[config.mk]
export PLATFORM = sky130hd
export DESIGN_NAME = ntt_bram_arbiter
export DESIGN_NICKNAME = d
export VERILOG_FILES = /design/src/rtl/ntt_bram_arbiter.sv
export SDC_FILE = /design/constraint.sdc
export NUM_CORES = 1
export LEC_CHECK = 0
export ABC_AREA = 1
export CAP_MARGIN = 40
export CORE_MARGIN = 8
export CORE_UTILIZATION = 35
export CTS_BUF_LIST = sky130_fd_sc_hd__clkbuf_8
export CTS_CLUSTER_DIAMETER = 100
export DETAILED_ROUTE_END_ITERATION = 16
export PLACE_DENSITY_LB_ADDON = 0.08
export SYNTH_ARGS = -nofsm -noshare
export SYNTH_HDL_FRONTEND = slang
export SYNTH_SLANG_ARGS = --single-unit
[constraint.sdc]
create_clock -name clk -period 2 [get_ports clk]
set_input_delay 0.5 -clock clk [delete_from_list [all_inputs] [get_ports clk]]
set_output_delay 0.5 -clock clk [all_outputs]
set_load 0.05 [all_outputs]
[src/rtl/ntt_bram_arbiter.sv]
// Round-robin arbiter sharing the single NTT BRAM port between the host (port 0) and the NTT sequencer (port 1).
// Optional feature macro ARB_LOCK_EN: the port accepted last cycle may hold the grant with mX_lock.
module ntt_bram_arbiter #(
  parameter int unsigned AW     = 13,
  parameter int unsigned DW     = 64,
  parameter int unsigned RD_LAT = 3
) (
  input  logic          clk,
  input  logic          rst,
  input  logic          m0_req,
  input  logic          m0_we,
  input  logic [AW-1:0] m0_addr,
  input  logic [DW-1:0] m0_wdata,
  input  logic          m0_lock,
  output logic          m0_gnt,
  output logic          m0_rvalid,
  output logic [DW-1:0] m0_rdata,
  input  logic          m1_req,
  input  logic          m1_we,
  input  logic [AW-1:0] m1_addr,
  input  logic [DW-1:0] m1_wdata,
  input  logic          m1_lock,
  output logic          m1_gnt,
  output logic          m1_rvalid,
  output logic [DW-1:0] m1_rdata,
  output logic [AW-1:0] BRAM_addr,
  output logic          BRAM_clk,
  output logic [DW-1:0] BRAM_din,
  input  logic [DW-1:0] BRAM_dout,
  output logic          BRAM_en,
  output logic          BRAM_we,
  output logic          busy
);

  // Tag stage 0 is the issue cycle; stage RD_LAT lines up with valid BRAM_dout.
  localparam int unsigned TAG_D = RD_LAT + 1;

  logic             last_grant;
  logic             last_grant_nxt;
  logic             lock_hold_c;
  logic             gnt_any_c;
  logic             gnt_port_c;
  logic             sel_we_c;
  logic [AW-1:0]    sel_addr_c;
  logic [DW-1:0]    sel_wdata_c;
  logic [TAG_D-1:0] tag_valid;
  logic [TAG_D-1:0] tag_port;
  logic [TAG_D-1:0] tag_valid_nxt;
  logic [TAG_D-1:0] tag_port_nxt;
  logic             m0_rvalid_nxt;
  logic             m1_rvalid_nxt;

  assign BRAM_clk = clk;

`ifdef ARB_LOCK_EN
  // BRAM_en high means the port in last_grant was accepted in the previous cycle.
  always_comb begin
    lock_hold_c = 1'b0;
    if (BRAM_en) begin
      lock_hold_c = last_grant ? (m1_req & m1_lock) : (m0_req & m0_lock);
    end
  end
`else
  logic unused_lock_c;
  assign unused_lock_c = m0_lock ^ m1_lock;
  assign lock_hold_c   = 1'b0;
`endif

  // Grant selection: lock hold, then round-robin on contention, else the lone requester.
  always_comb begin
    gnt_any_c  = 1'b0;
    gnt_port_c = 1'b0;
    if (!rst) begin
      if (lock_hold_c) begin
        gnt_any_c  = 1'b1;
        gnt_port_c = last_grant;
      end else if (m0_req && m1_req) begin
        gnt_any_c  = 1'b1;
        gnt_port_c = ~last_grant;
      end else if (m0_req) begin
        gnt_any_c  = 1'b1;
        gnt_port_c = 1'b0;
      end else if (m1_req) begin
        gnt_any_c  = 1'b1;
        gnt_port_c = 1'b1;
      end
    end
  end

  assign m0_gnt = gnt_any_c & ~gnt_port_c;
  assign m1_gnt = gnt_any_c & gnt_port_c;

  always_comb begin
    sel_we_c    = m0_we;
    sel_addr_c  = m0_addr;
    sel_wdata_c = m0_wdata;
    if (gnt_port_c) begin
      sel_we_c    = m1_we;
      sel_addr_c  = m1_addr;
      sel_wdata_c = m1_wdata;
    end
  end

  // Arbitration pointer moves only on acceptance.
  always_comb begin
    last_grant_nxt = last_grant;
    if (gnt_any_c) begin
      last_grant_nxt = gnt_port_c;
    end
  end

  always_ff @(posedge clk) begin
    if (rst) begin
      last_grant <= 1'b1;
    end else begin
      last_grant <= last_grant_nxt;
    end
  end

  // Issue stage: one registered BRAM access per accepted request.
  always_ff @(posedge clk) begin
    if (rst) begin
      BRAM_en   <= 1'b0;
      BRAM_we   <= 1'b0;
      BRAM_addr <= '0;
      BRAM_din  <= '0;
    end else begin
      BRAM_en <= gnt_any_c;
      BRAM_we <= gnt_any_c & sel_we_c;
      if (gnt_any_c) begin
        BRAM_addr <= sel_addr_c;
        BRAM_din  <= sel_wdata_c;
      end
    end
  end

  // Read tag pipeline: {valid, port} travels alongside the BRAM latency.
  always_comb begin
    tag_valid_nxt    = '0;
    tag_port_nxt     = '0;
    tag_valid_nxt[0] = gnt_any_c & ~sel_we_c;
    tag_port_nxt[0]  = gnt_port_c;
    for (int i = 1; i < int'(TAG_D); i++) begin
      tag_valid_nxt[i] = tag_valid[i-1];
      tag_port_nxt[i]  = tag_port[i-1];
    end
    m0_rvalid_nxt = tag_valid[TAG_D-1] & ~tag_port[TAG_D-1];
    m1_rvalid_nxt = tag_valid[TAG_D-1] & tag_port[TAG_D-1];
  end

  always_ff @(posedge clk) begin
    if (rst) begin
      tag_valid <= '0;
      tag_port  <= '0;
    end else begin
      tag_valid <= tag_valid_nxt;
      tag_port  <= tag_port_nxt;
    end
  end

  // Return stage: route BRAM_dout to the issuing port; rdata holds between pulses.
  always_ff @(posedge clk) begin
    if (rst) begin
      m0_rvalid <= 1'b0;
      m1_rvalid <= 1'b0;
      m0_rdata  <= '0;
      m1_rdata  <= '0;
      busy      <= 1'b0;
    end else begin
      m0_rvalid <= m0_rvalid_nxt;
      m1_rvalid <= m1_rvalid_nxt;
      if (m0_rvalid_nxt) begin
        m0_rdata <= BRAM_dout;
      end
      if (m1_rvalid_nxt) begin
        m1_rdata <= BRAM_dout;
      end
      busy <= (|tag_valid_nxt) | m0_rvalid_nxt | m1_rvalid_nxt;
    end
  end

endmodule

==> metrics.txt <==
status=finished, final reports clean; Setup-failing EPs final=0; final WL=33.5 mm; Die ar.=30,300 sq um; first-pass detailed-route iteration total=6; PwrDens=775 nW/um^2; RSZ-0062 raised after global routing=true; row count=58; Worst setup SP type=flop; Gate power share=17.9%; Unique masters post-synth=15; largest net degree at the start of global routing=67; initial antenna violation count=3; first-pass GRT wire length=51.9 mm; Max rail drop VDD=371 uV; Pleak=7.03 nW; Tot Pwr=10.9 mW; vias=9,276; commonest non-fill, non-tap cell in the layout=nor2_1; max cap viols=0; Net Switching=3.21 mW; Flop pwr share=42.5%; worst rel slew slack=57.4%; Area after DPL=13,300 sq um; fraction of synthesized area in multiplexers=0%; CP required=1.50 ns; Final nets=1,932; DPL Wire Length=24.4 mm; gr usage total=21.4%; fmax=0.505 GHz; Post-Syn Instances=1,266; Finished Cell Area=14,000 sq um; clk slew on worst S/H paths=0.06 ns; Period minus WS final=1.98 ns; port bufs=436; commonest non-fill, non-tap cells in the layout=nor2_1 (265), nand2_1 (234), clkdlybuf4s50_1 (220); setup ws final=0.0194 ns; Die H=174 um; Detail Route Antenna Nets=0; Final Util=56.3%; critical path arrival=1.48 ns; Setup WS pre-CTS=-0.172 ns; power share of the clock group=39.6%; ratio of cells with drive above 1 in the final layout=18.7%; largest family of logic cells by synthesized area=simple AND/OR/NAND/NOR gates; Sw Ratio=29.5%; P&R area growth vs syn=60.1%; Core ar.=24,900 sq um; drt first-iter violations=552; Fin. Hold Viols=0; setup TNS=0 ns; hold_buf cts=0; Synth Area in Compound Gates=7.49%; XOR/XNOR Fraction of Synth Area=0%; #FFs+latches synth=219; Syn Nets=1,492; Setup CP Type=reg2out; routed vias/inst=4.49; Clk Latency, worst-skew pair=0.63 ns; Initial Utilization=35.2%; crit end category=primary output; wire length per cell=16.2 um; clock tree from TritonCTS=yes; Hold Crit Class=reg2reg; Post-Syn Area=8750 sq um; Max Slew Vio Count=0; synth warn=0; worst-margin pin slew=0.639 ns; die width=174 um; Int Power=7.65 mW; DRC violations left=0; Routability Congestion=0.817; post-synthesis simple-gate area fraction=30.9%; Clock Skew=0.0175 ns; adder-cell share of the synthesized area=0%; Final Non-Filler Cells=2,066; post-synthesis sequential area ratio=50.1%; vias in the first global route=9,158; Final period util=99.0%; syn avg cell area=6.91 sq um; Min Hold Slack=0.391 ns; crit-path max FO=2; DP Cell Count=1,990; Ports=439; GRT overflow=0
==> cells in the mapped netlist <==
master / n / area [sq um]
buf_2: 34 / 170
inv_1: 166 / 623
nand3_2: 1 / 10.0
dfxtp_1: 219 / 4380
o21ai_0: 130 / 651
clkbuf_1: 38 / 143
nor2_2: 2 / 12.5
buf_1: 6 / 22.5
a21oi_1: 1 / 5.00
nand3_1: 157 / 786
buf_4: 5 / 37.5
nor2_1: 267 / 1000
inv_2: 3 / 11.3
nand2_1: 236 / 886
nor3_2: 1 / 10.0
==> power groups by stage <==
stage | Sequential [mW] | Clock, mW | Combinational [mW]
CTS | 4.62 | 4.43 | 1.97
detailed placement | 4.70 | 0.115 | 1.97
finish | 4.62 | 4.30 | 1.94
global placement | 4.70 | 0.115 | 1.96
global route | 4.63 | 4.66 | 2.09
floorplan | 5.25 | 0.108 | 0.468
==> cell type report <==
cell class	count	area [sq um]
fillers	2414	10900
clock inverters	24	106
multi-input cells	795	3410
clock buffers	51	702
repair buffers	477	4360
well taps	330	413
diodes	1	2.50
flip-flops and latches	219	4390
inverters	169	641
==> what timing repair did <==
| action | in CTS | in global routing |
|---|---|---|
| gates resized for setup | 117 | 29 |
| endpoints found under the setup margin | 49 | 31 |
| buffers inserted | 1 | 0 |
| pin swaps | 1 | 0 |
==> final timing paths <==
kind,end,cells past startpoint,from,slack [ns]
max,m1_gnt,5,last_grant,0.02
min,tag_port[1],2,tag_port[0],0.39
max reg2reg,m0_rdata[56],5,tag_valid[3],0.56
min reg2reg,tag_port[1],2,tag_port[0],0.39
==> routing by layer <==
layer | track usage, % | vias to the layer above | wire length, um
li1 | - | 4760 | -
met5 | 0 | - | 27
met1 | 23.5 | 4080 | 13200
met3 | 9.76 | 65 | 3530
met4 | 8.27 | 4 | 1050
met2 | 35.5 | 367 | 15600
==> worst max-delay path, cell delays in order, from the launching register on <==
cell and delay (ns):
dfxtp_2 0.33, nand2_2 0.07, nand3_4 0.08, clkinvlp_4 0.11
buf_6 0.13, buf_12 0.13
==> registers in the layout, summed over array words and instances, names as in the netlist <==
signal	count
BRAM_en	1
busy	1
m0_rdata	64
last_grant	1
BRAM_din	64
m1_rdata	64
tag_port	4
m0_rvalid	1
m1_rvalid	1
tag_valid	4
BRAM_addr	13
BRAM_we	1
==> logic make-up (layout without fill, tap and decap cells) <==
family,Yosys count,count (layout)
flops,219,219
buf+inv,252,721
simple gates,664,664
other cells,0,1
compound gates,131,131
No activity file was read; power rests on OpenSTA's default activity.
